==> config.mk <==
export PLATFORM = sky130hd
export DESIGN_NAME = multicycle_controller
export DESIGN_NICKNAME = d
export VERILOG_FILES = /design/src/rtl/multicycle_controller.sv
export SDC_FILE = /design/constraint.sdc
export NUM_CORES = 1
export LEC_CHECK = 0
export CAP_MARGIN = 20
export CORE_MARGIN = 2
export CORE_UTILIZATION = 32
export CTS_CLUSTER_DIAMETER = 200
export CTS_CLUSTER_SIZE = 10
export DETAILED_ROUTE_END_ITERATION = 6
export PLACE_DENSITY = 0.74
export SLEW_MARGIN = 40
export SYNTH_ARGS = -nofsm -noshare
export SYNTH_HDL_FRONTEND = slang
export SYNTH_SLANG_ARGS = --single-unit
==> constraint.sdc <==
create_clock -name clk -period 1.8 [get_ports clk]
set_input_delay 0.54 -clock clk [delete_from_list [all_inputs] [get_ports clk]]
set_output_delay 0.54 -clock clk [all_outputs]
set_load 0.03 [all_outputs]
==> src/rtl/multicycle_controller.sv <==
// multicycle_controller: control unit for a multicycle RV32I subset core.
// A Moore FSM sequences each instruction through the datapath. Combinational
// decoders produce ALUControl and ImmSrc from the instruction fields.
module multicycle_controller (
    input  logic       clk,
    input  logic       reset,
    input  logic [6:0] op,
    input  logic [2:0] funct3,
    input  logic       funct7b5,
    input  logic       Zero,
    output logic       PCWrite,
    output logic       AdrSrc,
    output logic       IRWrite,
    output logic       MemWrite,
    output logic       RegWrite,
    output logic [1:0] ResultSrc,
    output logic [1:0] ALUSrcA,
    output logic [1:0] ALUSrcB,
    output logic [1:0] ImmSrc,
    output logic [2:0] ALUControl,
    output logic [3:0] state_dbg
);

    localparam logic [3:0] S_FETCH    = 4'd0;
    localparam logic [3:0] S_DECODE   = 4'd1;
    localparam logic [3:0] S_MEMADR   = 4'd2;
    localparam logic [3:0] S_MEMREAD  = 4'd3;
    localparam logic [3:0] S_MEMWB    = 4'd4;
    localparam logic [3:0] S_MEMWRITE = 4'd5;
    localparam logic [3:0] S_EXECUTER = 4'd6;
    localparam logic [3:0] S_EXECUTEI = 4'd7;
    localparam logic [3:0] S_ALUWB    = 4'd8;
    localparam logic [3:0] S_BEQ      = 4'd9;
    localparam logic [3:0] S_JAL      = 4'd10;

    localparam logic [6:0] OP_LW   = 7'b0000011;
    localparam logic [6:0] OP_SW   = 7'b0100011;
    localparam logic [6:0] OP_R    = 7'b0110011;
    localparam logic [6:0] OP_I    = 7'b0010011;
    localparam logic [6:0] OP_JAL  = 7'b1101111;
    localparam logic [6:0] OP_BEQ  = 7'b1100011;

    logic [3:0] state, state_nxt;
    logic [1:0] aluop;
    logic       branch, pcupdate;
    logic       adrsrc_s, irwrite_s, memwrite_s, regwrite_s;
    logic [1:0] resultsrc_s, alusrca_s, alusrcb_s;

    // State register; reset aborts any instruction in flight.
    always_ff @(posedge clk) begin
        if (reset) state <= S_FETCH;
        else       state <= state_nxt;
    end

    // Next-state selection; unused codes 11-15 fall back to FETCH.
    always_comb begin
        state_nxt = S_FETCH;
        case (state)
            S_FETCH:    state_nxt = S_DECODE;
            S_DECODE: begin
                case (op)
                    OP_LW, OP_SW: state_nxt = S_MEMADR;
                    OP_R:         state_nxt = S_EXECUTER;
                    OP_I:         state_nxt = S_EXECUTEI;
                    OP_JAL:       state_nxt = S_JAL;
                    OP_BEQ:       state_nxt = S_BEQ;
                    default:      state_nxt = S_FETCH;
                endcase
            end
            S_MEMADR:   state_nxt = (op == OP_LW) ? S_MEMREAD : S_MEMWRITE;
            S_MEMREAD:  state_nxt = S_MEMWB;
            S_EXECUTER,
            S_EXECUTEI,
            S_JAL:      state_nxt = S_ALUWB;
            default:    state_nxt = S_FETCH;
        endcase
    end

    // Moore outputs per state; anything not named for a state stays 0.
    always_comb begin
        adrsrc_s    = 1'b0;
        irwrite_s   = 1'b0;
        memwrite_s  = 1'b0;
        regwrite_s  = 1'b0;
        resultsrc_s = 2'b00;
        alusrca_s   = 2'b00;
        alusrcb_s   = 2'b00;
        aluop       = 2'b00;
        branch      = 1'b0;
        pcupdate    = 1'b0;
        case (state)
            S_FETCH: begin
                irwrite_s   = 1'b1;
                alusrcb_s   = 2'b10;
                resultsrc_s = 2'b10;
                pcupdate    = 1'b1;
            end
            S_DECODE: begin
                alusrca_s = 2'b01;
                alusrcb_s = 2'b01;
            end
            S_MEMADR: begin
                alusrca_s = 2'b10;
                alusrcb_s = 2'b01;
            end
            S_MEMREAD:  adrsrc_s = 1'b1;
            S_MEMWB: begin
                resultsrc_s = 2'b01;
                regwrite_s  = 1'b1;
            end
            S_MEMWRITE: begin
                adrsrc_s   = 1'b1;
                memwrite_s = 1'b1;
            end
            S_EXECUTER: begin
                alusrca_s = 2'b10;
                aluop     = 2'b10;
            end
            S_EXECUTEI: begin
                alusrca_s = 2'b10;
                alusrcb_s = 2'b01;
                aluop     = 2'b10;
            end
            S_ALUWB:    regwrite_s = 1'b1;
            S_BEQ: begin
                alusrca_s = 2'b10;
                aluop     = 2'b01;
                branch    = 1'b1;
            end
            S_JAL: begin
                alusrca_s = 2'b01;
                alusrcb_s = 2'b10;
                pcupdate  = 1'b1;
            end
            default: ;
        endcase
    end

    // ALU decoder; subtract only for R-type with funct7b5 (op[5] separates R from I).
    always_comb begin
        ALUControl = 3'b000;
        case (aluop)
            2'b01: ALUControl = 3'b001;
            2'b10: begin
                case (funct3)
                    3'b000:  ALUControl = (op[5] & funct7b5) ? 3'b001 : 3'b000;
                    3'b010:  ALUControl = 3'b101;
                    3'b110:  ALUControl = 3'b011;
                    3'b111:  ALUControl = 3'b010;
                    default: ALUControl = 3'b000;
                endcase
            end
            default: ALUControl = 3'b000;
        endcase
    end

    // Immediate format select from opcode.
    always_comb begin
        case (op)
            OP_SW:   ImmSrc = 2'b01;
            OP_BEQ:  ImmSrc = 2'b10;
            OP_JAL:  ImmSrc = 2'b11;
            default: ImmSrc = 2'b00;
        endcase
    end

    // Write enables are masked during reset; selects simply follow state.
    assign PCWrite   = ~reset & (pcupdate | (branch & Zero));
    assign IRWrite   = ~reset & irwrite_s;
    assign MemWrite  = ~reset & memwrite_s;
    assign RegWrite  = ~reset & regwrite_s;
    assign AdrSrc    = adrsrc_s;
    assign ResultSrc = resultsrc_s;
    assign ALUSrcA   = alusrca_s;
    assign ALUSrcB   = alusrcb_s;
    assign state_dbg = state;

endmodule

==> impl_results.md, run 1 <==
* Crit Path Class: reg2out
* Vias/cell at 5.69
* # clock sinks at 4
* Mapped Area at between 500 and 600 sq um
* Routed vias at 945
* Overall power at between 0.4 and 0.5 mW
* Status: complete, but fails checks
* Failing checks: setup timing
* Die Y at 45.8 microns
* Critical path launch point type: flip-flop
* Worst-Margin Slew at 0.330 ns
* Avg Inst Size Synth at 7.34 sq um
* Clock transition at path regs at around 0.05 ns
* Area grow syn2layout at 179%
* Max_cap viols at 0
* Net Switching at 0.164 mW
* Largest net degree at the start of global routing at 10
* Router iterations before antenna repair at 4
* Slew Limit Fails at 0
* Data required time of the worst path at ~1.3 ns
* Minimum clock period at 2.14 ns
* Crit path launch: state_dbg[2]
* Worst Hold Depth at 2
* Post-synth ARST share at 0%
* # rows at 15
* R2r worst-path depth at 6
* Clk_skew at 0.00183 ns
* Critical Path AT at approximately 1.6 ns
* HP Class: reg2reg
* RSZ-0062 raised after global routing: yes
* Ant. Diodes at 0
* EDFF count, synth at 0
* DRC errors left at 0
* Root Driver: clkbuf_4
* Sw Ratio at 36.9%
* DIE WIDTH at 45.8 microns
* Reg power frac at 20.6%
* Total wire length at 3100 microns
* Library cells used by synthesis at 38
* Final-report setup violation count at 16
* Clk Latency, worst-skew pair at 0.25 ns
* Initial Util at 33.0%
* Detail Route Antenna Nets at 0
* Setup WS pre-CTS at -0.469 ns
* TritonCTS Buffers at 3
* GPL Wtd Cong at 0.766
* Seq/Total Area, Yosys at 14.3%
* DP HPWL at 1660 microns
* Final worst slack at -0.340 ns
* WL/cell at 18.7 microns
* Number of synthesized register bits at 4
* Filler cells at 65
* VDD IR-drop max at 497 uV
* Int Pwr at between 0.2 and 0.3 mW
* Power Density at 285 mW/mm^2
* Fmax achieved at 467 MHz
* Initial antenna violation count at 0
* Vias in the first global route at 954
* Overflow after GRT at 0
* Min-Delay Startpoint: state_dbg[0]
* H-tree levels at 1
* Layout cells sized above 1 at 77.2%
* Nets@finish at 166
* Final Hold Fails at 0
* Die area at 0.00209 sq mm
* Initial DRC Count at 20
* Comb pwr share at 48.3%
* Number of port buffers at 33
* First-pass GRT wire length at a little over 4000 microns
* Worst R2R Start: state_dbg[2]
* Leak pwr at about 0.66 nW
* Core region area at 0.00169 sq mm
* Crit end category: primary output
* Syn nets at a little over 90
* Most used DFF post-synth: dfxtp_1
* Crit path max fanout at 4
* Warnings from Yosys at 0
* Mapped Cells at 76
* Clock power frac at between 30% and 40%
* Slew margin rel. at 78.1%
* Overall routing resource usage at between 20 and 30%
* CTS Buffer Depth at 2
* Max reg flops at 4
* Tcrit/Tclk final at 119%
* # IOs at 34
* CTS tree: built
==> through the flow <==
step	utilization (%)	std cells	hold WS [ns]	TNS, ns	area (sq um)
final	92.1	166	0.658	-2.10	1560
after global routing	92.1	166	0.666	-2.70	1560
after CTS	85.7	162	0.632	-1.49	1450
after detailed placement	71.6	147	0.631	-3.54	1210
after global placement	71.6	147	0.631	-3.31	1210
after floorplan	-	76	0.666	-0.312	754
==> metal layers <==
layer,global-route usage [%],vias up,part of all wire [%]
met5,0,-,0
met4,17.7,0,3.5
met3,3.97,14,7.2
met2,56.9,63,54
met1,25.4,444,35
li1,-,424,-
==> critical path: stages (launching register included) <==
cell     delay (ns)
dfxtp_4        0.35
nor2b_4        0.15
and2_4         0.17
ha_4           0.18
nand4_1        0.18
a21oi_4        0.17
buf_6          0.14
==> final timing paths <==
kind / end / slack (ns)
max reg2reg: state_dbg[3] / 0.33
max: ALUControl[0] / -0.34
min reg2reg: state_dbg[0] / 0.66
min: state_dbg[0] / 0.66
==> power by group through the flow <==
stage / logic, mW / clock network, mW / registers [mW]
2_1_floorplan: 0.0797 / 0 / 0.0956
3_3_place_gp: 0.171 / 0 / 0.0921
3_5_place_dp: 0.174 / 0 / 0.0923
4_1_cts: 0.188 / 0.129 / 0.0909
5_1_grt: 0.224 / 0.139 / 0.0914
6_report: 0.214 / 0.138 / 0.0913
==> placed cells by master (no fill, tap or decap), types with 2 or more instances in the layout <==
cell and count:
clkbuf_2 4, or3_4 2, buf_4 31, a21oi_1 2, xnor2_1 2, buf_8 2, clkbuf_4 3, ha_4 2
nor3_4 2, buf_2 2, nor3_1 2, dfxtp_4 4, nor3_2 4, inv_2 2, dlygate4sd2_1 5, and3_4 2
nand4_1 2, nand3_4 2, nor2_4 3, nor4_4 2, nor2b_4 3, xor2_1 2, nor2_1 2, nand2b_4 4
buf_6 28, nor2_2 2, inv_1 2, a21oi_2 2
==> Yosys cell counts, types with 2 or more instances <==
cell      count  area [sq um]
nor3_1        8          40.0
nor2_1        7          26.3
nand2b_1      5          31.3
a21oi_1       4          20.0
dfxtp_1       4          80.1
inv_1         4          15.0
buf_2         3          15.0
nor2b_1       3          18.8
and3_1        2          12.5
ha_1          2          25.0
nand3_1       2          10.0
nand4_1       2          12.5
nor4_1        2          12.5
or3_1         2          12.5
xnor2_1       2          17.5
xor2_1        2          17.5
==> final cells by class <==
type	count	area [sq um]	area share (%)
repair buffers	74	672	43.2
well taps	17	21.3	1.37
flip-flops and latches	4	95.1	6.11
inverters	4	15.0	0.965
multi-input cells	63	727	46.7
clock buffers	4	26.3	1.69
==> logic make-up after synthesis <==
| kind of cell | share of synthesized area (%) |
|---|---|
| and+or+nand+nor | 46.2 |
| DFF | 14.4 |
| adders and majority gates | 4.48 |
| xor gates and xnor gates | 6.28 |
| AOI/OAI and AO/OA | 19.5 |
| muxes | 1.79 |
| buffers and inverters | 7.40 |
==> what timing repair did <==
| item | CTS | global route |
|---|---|---|
| resized for setup | 71 | 28 |
| buffers inserted | 13 | 7 |
| setup endpoints to repair | 16 | 17 |
| hold buffers | 0 | 0 |
| pin swaps | 20 | 13 |
No activity file was read; power rests on OpenSTA's default activity.
==> inputs of run 2 (changes only) <==
--- a/config.mk
+++ b/config.mk
@@ -8,7 +8,6 @@
 export CAP_MARGIN = 20
 export CORE_MARGIN = 2
 export CORE_UTILIZATION = 32
-export CTS_CLUSTER_DIAMETER = 200
 export CTS_CLUSTER_SIZE = 10
 export DETAILED_ROUTE_END_ITERATION = 6
 export PLACE_DENSITY = 0.74
==> results of run 2 <==
The final DEF is identical to that of run 1; final timing and power are the same.
==> inputs of run 3 (changes only) <==
--- a/config.mk
+++ b/config.mk
@@ -7,10 +7,11 @@
 export LEC_CHECK = 0
 export CAP_MARGIN = 20
 export CORE_MARGIN = 2
-export CORE_UTILIZATION = 32
+export CORE_UTILIZATION = 34
+export CTS_BUF_LIST = sky130_fd_sc_hd__clkbuf_2
 export CTS_CLUSTER_SIZE = 10
 export DETAILED_ROUTE_END_ITERATION = 6
-export PLACE_DENSITY = 0.74
+export PLACE_DENSITY = 0.77
 export SLEW_MARGIN = 40
 export SYNTH_ARGS = -nofsm -noshare
 export SYNTH_HDL_FRONTEND = slang
==> constraint.sdc (replaced) <==
create_clock -name clk -period 1.8 [get_ports clk]
set_input_delay 0.27 -clock clk [delete_from_list [all_inputs] [get_ports clk]]
set_output_delay 0.27 -clock clk [all_outputs]
set_load 0.03 [all_outputs]
==> run 3 against run 2 <==
The flow still finishes with violations (setup timing). Non-clock buffer count shrank 20. Clock power shrank 37%. Power shrank 23%. Utilization shrank 16 points. Sequential share of layout area grew 1.7 points. Routed wire length shrank 39%. Critical path depth grew 1. Hold slack lost 0.086 ns. Via count shrank 20%. Cell count shrank 13%. Sequential power is essentially flat. Maximum frequency grew 18%. Highest routed layer unchanged.
==> impl_results.md, run 3 (synthesized netlist as in run 1, its figures left out) <==
* Status: complete, but fails checks (unchanged)
* Failing checks: setup timing (unchanged)
* Design area at 0.00116 sq mm (was 0.00156 sq mm)
* Slew Limit Fails at 0 (unchanged)
* CTS tree: built (unchanged)
* Layout cells sized above 1 at 46.9% (was 77.2%)
* Die Y at 44.5 microns (was 45.8 microns)
* Final Hold Fails at 0 (unchanged)
* Ant. Diodes at 0 (unchanged)
* RSZ-0062 raised after global routing: yes (unchanged)
* Nets@finish at 146 (was 166)
* Setup_tns at -0.0107 ns (was -2.10 ns)
* Placed cell area at 0.00101 sq mm (was 0.00121 sq mm)
* Worst-Margin Slew at 0.308 ns (was 0.330 ns)
* Overflow after GRT at 0 (unchanged)
* Crit Path Class: reg2out (unchanged)
* Final worst slack at -0.0107 ns (was -0.340 ns)
* Total wire length at 1900 microns (was 3100 microns)
* Reg-to-Reg End: state_dbg[1] (was state_dbg[3])
* # rows at 14 (was 15)
* Multi-input gate area at 547 sq um (was 727 sq um)
* Clock transition at path regs at 0.05 ns (about the same)
* Crit path to: ALUControl[0] (unchanged)
* Power Density at 295 mW/mm^2 (was 285 mW/mm^2)
* Initial Util at 36.6% (was 33.0%)
* DRC errors left at 0 (unchanged)
* CTS Buffer Depth at 2 (unchanged)
* Die area at 0.00198 sq mm (was 0.00209 sq mm)
* Most frequent cells in the layout: buf_4, clkdlybuf4s50_1, nor3_1, nor2_1 (was buf_4, buf_6, dlygate4sd2_1)
* Vias in the first global route at 749 (was 954)
* VDD IR-drop max at 203 uV (was 497 uV)
* Fmax achieved at 552 MHz (was 467 MHz)
* Initial antenna violation count at 0 (unchanged)
* Largest net degree at the start of global routing at 15 (was 10)
* Minimum clock period at 1.81 ns (was 2.14 ns)
* TritonCTS Buffers at 3 (unchanged)
* DP HPWL at 1370 microns (was 1660 microns)
* Initial DRC Count at 8 (was 20)
* WL/cell at 13.2 microns (was 18.7 microns)
* Routed vias at 755 (was 945)
* Filler cells at 126 (was 65)
* Vias/cell at 5.24 (was 5.69)
* DIE WIDTH at 44.5 microns (was 45.8 microns)
* Slew margin rel. at 79.4% (was 78.1%)
* Crit path launch: state_dbg[2] (unchanged)
* # IOs at 34 (unchanged)
* R2R setup slack at 0.33 ns (about the same)
* Data required time of the worst path at 1.53 ns (was 1.26 ns)
* Final-report setup violation count at 1 (was 16)
* Reg area at 90.1 sq um (was 95.1 sq um)
* Root Driver: clkbuf_2 (was clkbuf_4)
* Min Hold Slack at 0.571 ns (was 0.658 ns)
* Critical Path AT at 1.54 ns (was 1.60 ns)
* Clk_skew at 0.00242 ns (was 0.00183 ns)
* Area grow syn2layout at 107% (was 179%)
* Crit end category: primary output (unchanged)
* Core region area at 0.00152 sq mm (was 0.00169 sq mm)
* Critical path launch point type: flip-flop (unchanged)
* Clk Latency, worst-skew pair at 0.22 ns (was 0.25 ns)
* R2r worst-path depth at 5 (was 6)
* Crit path max fanout at 4 (unchanged)
* GPL Wtd Cong at 0.751 (was 0.766)
* Number of port buffers at 33 (unchanged)
* Overall routing resource usage at 21.6% (was 28.3%)
* # clock sinks at 4 (unchanged)
* Leak pwr at 0.493 nW (was 0.662 nW)
* Detail Route Antenna Nets at 0 (unchanged)
* Commonest non-fill, non-tap cell in the layout: buf_4 (unchanged)
* First-pass GRT wire length at 3130 microns (was 4110 microns)
* Worst R2R Start: state_dbg[0] (was state_dbg[2])
* Tcrit/Tclk final at 101% (was 119%)
* H-tree levels at 1 (unchanged)
* Max reg flops at 4 (unchanged)
* Max_cap viols at 0 (unchanged)
* HP Class: in2reg (was reg2reg)
* Router iterations before antenna repair at 3 (was 4)
run 3: report_power, final:
part           switching, mW  internal, mW
Clock                 0.0419        0.0449
Sequential           0.00287        0.0884
Combinational         0.0788        0.0847
run 3: cell type report:
cell class | count | share of cell area, %
sequential | 4 | 7.78
multi-input combinational | 63 | 47.2
tap | 16 | 1.73
timing repair buffer | 54 | 40.6
inverter | 4 | 1.30
clock buffer | 3 | 1.30
run 3: worst min-delay path by stage:
stage	startpoint	endpoint	slack, ns	cells past startpoint
after floorplan	reset	state_dbg[2]	0.44	2
after global placement	state_dbg[0]	state_dbg[0]	0.63	2
after detailed placement	state_dbg[0]	state_dbg[0]	0.62	2
after CTS	state_dbg[0]	state_dbg[0]	0.61	2
after global routing	op[2]	state_dbg[1]	0.63	4
final	op[2]	state_dbg[1]	0.57	4
run 3: metal layers:
metal	track usage, %	routed length, microns
met1	26.3	831
met2	35.7	930
met3	2.86	74
met4	12.7	65
met5	0	0
run 3: timing repair:
action                     4_1_cts  5_1_grt
cloned                           0        0
hold endpoints to repair         0        0
setup endpoints to repair        6        7
buffers inserted                 1        3
hold buffers                     0        0
gates resized for setup         26        6
pin swaps                        0        1
run 3: worst max-delay path, cell delays in order, from the launching register on:
cell and delay (ns):
dfxtp_4 0.37, nor2b_4 0.15, and2_4 0.16, ha_4 0.13, buf_6 0.10, nand4_1 0.10
a21oi_2 0.16, buf_6 0.14
run 3: through the flow:
stage	power [mW]	setup WS (ns)	std cells	util, %
after detailed placement	0.244	-0.198	137	66.3
after global routing	0.356	-0.121	144	75.9
after global placement	0.242	-0.121	137	66.3
after floorplan	0.164	-0.182	76	-
final	0.341	-0.0107	144	75.9
after CTS	0.333	-0.00688	141	74.1
